==> config.mk <==
export PLATFORM = sky130hd
export DESIGN_NAME = nvram_upload_ctrl
export DESIGN_NICKNAME = d
export VERILOG_FILES = /design/src/rtl/nvram_upload_ctrl.sv
export SDC_FILE = /design/constraint.sdc
export NUM_CORES = 1
export LEC_CHECK = 0
export BUFFER_PORTS_ARGS = -buffer_cell sky130_fd_sc_hd__clkbuf_2
export CAP_MARGIN = 0
export CORE_ASPECT_RATIO = 0.8
export CORE_MARGIN = 5
export CORE_UTILIZATION = 45
export DETAILED_ROUTE_END_ITERATION = 10
export PLACE_DENSITY = 0.78
export SYNTH_ARGS = -nofsm -noshare
export SYNTH_HDL_FRONTEND = slang
export SYNTH_SLANG_ARGS = --single-unit
==> constraint.sdc <==
create_clock -name clk_sys -period 5.15 [get_ports clk_sys]
set_input_delay 1.2875 -clock clk_sys [delete_from_list [all_inputs] [get_ports clk_sys]]
set_output_delay 1.2875 -clock clk_sys [all_outputs]
set_load 0.05 [all_outputs]
==> src/rtl/nvram_upload_ctrl.sv <==
// nvram_upload_ctrl: serves hps_io upload reads from the battery-backed CMOS RAM via the core RAM arbiter.
// Optional NVRAM_UPLOAD_CSUM_EN returns a two's-complement checksum byte at address 2^ADDR_W.
module nvram_upload_ctrl #(
  parameter int unsigned ADDR_W       = 10,
  parameter logic [7:0]  UPLOAD_INDEX = 8'd4,
  parameter int unsigned RD_LAT       = 1
) (
  input  logic              clk_sys,
  input  logic              reset_n,
  input  logic              ioctl_upload,
  input  logic [7:0]        ioctl_index,
  input  logic              ioctl_rd,
  input  logic [24:0]       ioctl_addr,
  output logic [7:0]        ioctl_din,
  output logic              ioctl_wait,
  output logic              ram_req,
  input  logic              ram_gnt,
  output logic [ADDR_W-1:0] ram_addr,
  output logic              ram_rd,
  input  logic [7:0]        ram_q,
  output logic              upload_active,
  output logic              overrun
);

  localparam logic [24:0] RAM_SIZE = 25'(1) << ADDR_W;
  localparam logic [1:0]  LAT_LAST = 2'(RD_LAT);

  typedef enum logic [1:0] {IDLE, ARB, RD, OOR} state_t;

  state_t            state_q;
  logic [7:0]        din_q;
  logic              wait_q;
  logic              req_q;
  logic [ADDR_W-1:0] addr_q;
  logic              rd_q;
  logic              active_q;
  logic              overrun_q;
  logic [1:0]        lat_q;
`ifdef NVRAM_UPLOAD_CSUM_EN
  logic [7:0]        sum_q;
  logic              csum_sel_q;
  logic              csum_hold_q;
`endif

  logic active_d;
  logic active_rise;
  logic rd_valid;
  logic in_range;

  assign active_d    = ioctl_upload && (ioctl_index == UPLOAD_INDEX);
  assign active_rise = active_d && !active_q;
  assign rd_valid    = ioctl_rd && active_q && (ioctl_index == UPLOAD_INDEX);
  assign in_range    = ioctl_addr < RAM_SIZE;

  always_ff @(posedge clk_sys or negedge reset_n) begin
    if (!reset_n) begin
      state_q     <= IDLE;
      din_q       <= 8'h00;
      wait_q      <= 1'b0;
      req_q       <= 1'b0;
      addr_q      <= '0;
      rd_q        <= 1'b0;
      active_q    <= 1'b0;
      overrun_q   <= 1'b0;
      lat_q       <= 2'd0;
`ifdef NVRAM_UPLOAD_CSUM_EN
      sum_q       <= 8'h00;
      csum_sel_q  <= 1'b0;
      csum_hold_q <= 1'b0;
`endif
    end else begin
      active_q <= active_d;

      if (active_rise) begin
        overrun_q <= 1'b0;
`ifdef NVRAM_UPLOAD_CSUM_EN
        sum_q     <= 8'h00;
`endif
      end else if (rd_valid && state_q != IDLE) begin
        overrun_q <= 1'b1;
      end

      // Losing the session aborts whatever is in flight; a late grant is ignored.
      if (!active_q) begin
        state_q <= IDLE;
        wait_q  <= 1'b0;
        req_q   <= 1'b0;
        rd_q    <= 1'b0;
`ifdef NVRAM_UPLOAD_CSUM_EN
        csum_hold_q <= 1'b0;
`endif
      end else begin
        case (state_q)
          IDLE: begin
            if (rd_valid) begin
              wait_q <= 1'b1;
              if (in_range) begin
                addr_q  <= ioctl_addr[ADDR_W-1:0];
                req_q   <= 1'b1;
                state_q <= ARB;
              end else begin
                state_q <= OOR;
`ifdef NVRAM_UPLOAD_CSUM_EN
                csum_sel_q  <= (ioctl_addr == RAM_SIZE);
                csum_hold_q <= (ioctl_addr == RAM_SIZE);
`endif
              end
            end
          end
          ARB: begin
            if (ram_gnt) begin
              rd_q    <= 1'b1;
              lat_q   <= 2'd0;
              state_q <= RD;
            end
          end
          RD: begin
            rd_q <= 1'b0;
            if (lat_q == LAT_LAST) begin
              din_q   <= ram_q;
              wait_q  <= 1'b0;
              req_q   <= 1'b0;
              state_q <= IDLE;
`ifdef NVRAM_UPLOAD_CSUM_EN
              sum_q   <= sum_q + ram_q;
`endif
            end else begin
              lat_q <= lat_q + 2'd1;
            end
          end
          OOR: begin
`ifdef NVRAM_UPLOAD_CSUM_EN
            if (csum_hold_q) begin
              csum_hold_q <= 1'b0;
            end else begin
              din_q   <= csum_sel_q ? (8'h00 - sum_q) : 8'hFF;
              wait_q  <= 1'b0;
              state_q <= IDLE;
            end
`else
            din_q   <= 8'hFF;
            wait_q  <= 1'b0;
            state_q <= IDLE;
`endif
          end
          default: state_q <= IDLE;
        endcase
      end
    end
  end

  assign ioctl_din     = din_q;
  assign ioctl_wait    = wait_q;
  assign ram_req       = req_q;
  assign ram_addr      = addr_q;
  assign ram_rd        = rd_q;
  assign upload_active = active_q;
  assign overrun       = overrun_q;

endmodule
# Word level (Yosys, flattened, before mapping)
# Index checks and enable logic that the tools add are counted.
# W data, S select, Z words.
[totals] reg_bits=27 latchBits=0 ramBits=0 romBits=0 output_inout_bits=23 word_cells=68 n_memories=0
[classes] addsub=1 n_mul=0 div=0 magnitude_cmp=1 eq_ne=15 shift=0 mux=24 bitwise=0 reduce_logical=18
[op_table] op="$lt A25 B11 Y1 const B" n=1
[op_table] op="$pmux W8 S2" n=1
[op_table] op="$mux W2" n=7
[op_table] op="$ne A3 B3 Y1 const B" n=4
[op_table] op="$reduce_and A4 Y1" n=3
[op_table] op="$mux W1" n=10
[op_table] op="$reduce_and A3 Y1" n=3
[op_table] op="$eq A8 B3 Y1 const B" n=1
[op_table] op="$mux W8" n=1
[op_table] op="$pmux W2 S4" n=1
[op_table] op="$reduce_bool A2 Y1" n=4
[op_table] op="$ne A2 B2 Y1 const B" n=3
[op_table] op="$ne A3 B1 Y1 const B" n=2
[op_table] op="$logic_and A1 B1 Y1" n=5
[op_table] op="$eq A2 B1 Y1 const B" n=2
[op_table] op="$eq A2 B2 Y1 const B" n=2
[op_table] op="$ne A4 B1 Y1 const B" n=1
[op_table] op="$pmux W1 S2" n=2
[op_table] op="$pmux W2 S2" n=1
[op_table] op="$pmux W1 S3" n=1
[op_table] op="$add A2 B1 Y2 const B" n=1
[op_table] op="$logic_not A2 Y1" n=1
[op_table] op="$reduce_and A2 Y1" n=1
[op_table] op="$logic_not A1 Y1" n=1

# Logic depth before layout (Yosys ltp)
[logic_depth] word_depth=5 mapped_depth=7 ltp_nobuf=6

# Least setup slack after synthesis
# Ideal clock, no wire load.
[synth_timing] path_kind="input to register" startpoint="input ioctl_index[5]" endpoint="register addr_q[0], in the netlist ram_addr[0]" arrival_ps=2459 required_time_ps=5025 setup_slack_ps=2566 cell_stages=5 path_buffers=1 path_cell_list="nor4_1 > and2_1 > and4_1 > buf_6 > mux2_4"
[synth_between] elab_chain_len=3
[synth_lines] item="start: declaration" line_no="11" text="input logic [7:0] ioctl_index,"
[synth_lines] item="$eq A8 B3 Y1" line_no="52" text="assign rd_valid = ioctl_rd && active_q && (ioctl_index == UPLOAD_INDEX);"
[synth_lines] item="$logic_and A1 B1 Y1" line_no="52"
[synth_lines] item="$reduce_and A4 Y1 (no source line)"
[synth_lines] item="end signal: assignment" line_no="98" text="addr_q <= ioctl_addr[ADDR_W-1:0];"
[synth_lines] item="end: declaration" line_no="34" text="logic [ADDR_W-1:0] addr_q;"
# Every way passes these cells.
# A chain may end at the register's enable or synchronous reset.

# Final worst setup path
[layout_timing] startpoint="input ioctl_index[5]" endpoint="register addr_q[6], in the netlist ram_addr[6]"
# The elaborated chain is that of the path after synthesis.

==> impl_metrics.csv <==
group,metric,value,unit
run_status,status,"finished, final reports clean",
sta,drv_slew,0,
setup_path,crit_path_start_kind,"input port",
setup_path,cp.arrival,2.93,ns
clock_tree,clock-sinks,27,
hold_path,hold_class,"flop to flop",
setup_path,critPathMaxFanout,10,
placement,io_buffers,68,
layout,syn2layout_area_growth,28.67,%
sta,rsz0062_at_grt,"false",
clock_tree,numCtsBuffers,3,
detailed_routing,ant_nets,0,
pwr,power_density,196.2,nW/µm²
clock_tree,cts_resized,0,
clock_tree,cts.htree.levels,1,
placement,dp_hpwl,2818,µm
sta,max_slew_margin,56.46,%
grt,grt_use_total,16.73,%
setup_path,cp.required,5.31,ns
synthesis,synth-edff-count,0,
sta,fin_crit_sh,53.73,%
floorplanning,rows,18,
sta,max_freq,361.4,MHz
clock_tree,clkTransAtPathRegs,0.09,ns
layout,final_core_util,60.13,%
layout,drive_gt1_share,42.50,%
placement,postPlaceCellArea,1795,µm²
clock_tree,clk_root_buffer_cell,"clkbuf_8",
detailed_routing,drcViolationCount,0,
synthesis,async_reset_ff_share,100.0,%
clock_tree,post-cts-setup-buffers,0,
grt,grt_pass1_wl,5754,µm
synthesis,synth.distinct_cells,35,
synthesis,yosys_warnings,0,
sta,layout_min_cycle_time,2.767,ns
layout,fin_nets,252,
setup_path,cp-end-kind,"flop",
floorplanning,core_area,3063,µm²
sta,finClkSkew,0.005681,ns
placement,gp_congestion,0.8455,
floorplanning,die_w,73.06,µm
pwr,ir_worst_vdd,0.0001025,V
synthesis,syn-instance-count,133,
grt,overflow,0,
layout,finalNonFillerCells,240,
floorplanning,die-height,60.45,µm
sta,setup_viol,0,
synthesis,netlist_area,1431,µm²
synthesis,synth_seq_cells,27,
synthesis,ys_seq_area_share,47.20,%
sta,hold_violations,0,
clock_tree,cts_buffer_depth,2,
pwr,p_leak,0.9352,nW
grt,grt_pass1_vias,1348,
floorplanning,start_util,46.73,%
pwr,finalPower,361.3,µW
detailed_routing,dr.pass1.iters,4,
sta,setup_tns,0,ns
grt,grt_start_max_net_pins,28,
detailed_routing,vias_per_cell,5.408,
setup_path,critPathLaunch,"ioctl_index[5]",
synthesis,synth_nets,184,
sta,worst_slew_pin_slew,0.6531,ns
hold_path,min_from,"lat_q[1]",
detailed_routing,vias,1298,
layout,fin_area,1842,µm²
detailed_routing,drtIter0Drc,69,
flow_run,max_cap_violations,0,
synthesis,synth_flop_cell,"dfrtp_1",
floorplanning,io_pins,69,
detailed_routing,routedWlPerCell,14.58,µm
layout,antenna_cells,0,
floorplanning,dieArea,4416,µm²
placement,place_inst,236,
synthesis,avgSynthCellArea,10.76,µm²
clock_tree,postCtsHoldBufs,0,
setup_path,setup.worst_path.class,"input port to flop",
setup_path,timing.rr.start,"state_q[0]",
grt,antenna_found_initial,0,
detailed_routing,wl,3500,µm
clock_tree,cts_tree,"done",
clock_tree,clk_latency,0.27,ns
cells in the final DEF (no fill, tap or decap), drive strengths merged, types with 4 or more instances in the layout:
cell type / count
a21oi: 11
ha: 5
dfrtp: 27
nor2: 9
inv: 7
nand3: 4
nor4: 4
mux2: 10
clkbuf: 71
nand2: 9
o21ai: 6
o22ai: 9
worst paths after layout:
check                           slack (ns)  depth (start not counted)     endpoint
min in group asynchronous             1.02                          1      ram_req
worst max-delay path                  2.38                          5  ram_addr[6]
worst max register to register        2.77                          6  ram_addr[6]
worst min register to register        0.51                          1     lat_q[1]
max in group asynchronous             3.70                          1  ram_addr[7]
worst min-delay path                  0.51                          1     lat_q[1]
power by group:
part	leakage (nW)	switching, mW	internal [mW]
clock network	0.0255	0.0651	0.0542
registers	0.331	0.000574	0.212
logic	0.579	0.0140	0.0150
total	0.935	0.0797	0.282
through the flow:
step / hold slack, ns / worst slack (ns)
finish: 0.5148 / 2.383
global route: 0.5413 / 2.246
CTS: 0.5108 / 2.382
detailed placement: 0.4870 / 2.094
global placement: 0.4890 / 2.169
floorplan: 0.4658 / 2.566
routing by layer:
layer / up-vias / wire (µm) / track usage [%]
li1: 624 / - / -
met1: 608 / 1471 / 20.29
met2: 59 / 1713 / 29.81
met3: 7 / 254 / 2.152
met4: 0 / 60 / 7.895
met5: - / 0 / 0
critical path, stage by stage:
cell and delay (ns):
clkbuf_2 0.08, nor4_1 0.39, and2_1 0.21, and4_1 0.61
mux2_4 0.35
cells by family after synthesis:
kind of cell               Yosys count  share of synthesized area, %
DFF                                 27                         47.20
muxes                               10                         10.49
and+or+nand+nor                     42                         17.66
AOI/OAI and AO/OA                   37                         16.61
buffers and inverters               12                         3.671
adders and majority gates            5                         4.371
area by class of cell:
cell class / count / area [µm²]
repair buffers: 68 / 340.3
flip-flops and latches: 27 / 675.6
well taps: 40 / 50.05
fillers: 285 / 1221
clock buffers: 3 / 41.29
clock inverters: 1 / 5.005
inverters: 7 / 26.28
multi-input cells: 94 / 703.2
synthesized netlist by cell type, types with 2 or more instances:
cell type / n / share of area [%]
clkbuf_1: 4 / 1.0
ha_1: 5 / 4.4
nor2_1: 9 / 2.4
nor4_1: 3 / 1.3
o22ai_1: 9 / 3.9
and4_1: 2 / 1.2
a22o_1: 2 / 1.2
mux2_4: 10 / 10
nand2_1: 9 / 2.4
a21oi_1: 11 / 3.8
and3_1: 2 / 0.87
o21ai_0: 6 / 2.1
nand3_1: 4 / 1.4
o211a_1: 2 / 1.4
nand2b_1: 2 / 0.87
dfrtp_1: 27 / 47
inv_1: 7 / 1.8
and2_1: 2 / 0.87
state kept, by name (all words and copies together) (netlist names):
name           count
lat_q              2
state_q            2
ram_addr          10
upload_active      1
ram_req            1
ioctl_din          8
ioctl_wait         1
overrun            1
ram_rd             1
Power figures use the tool's default switching activity.
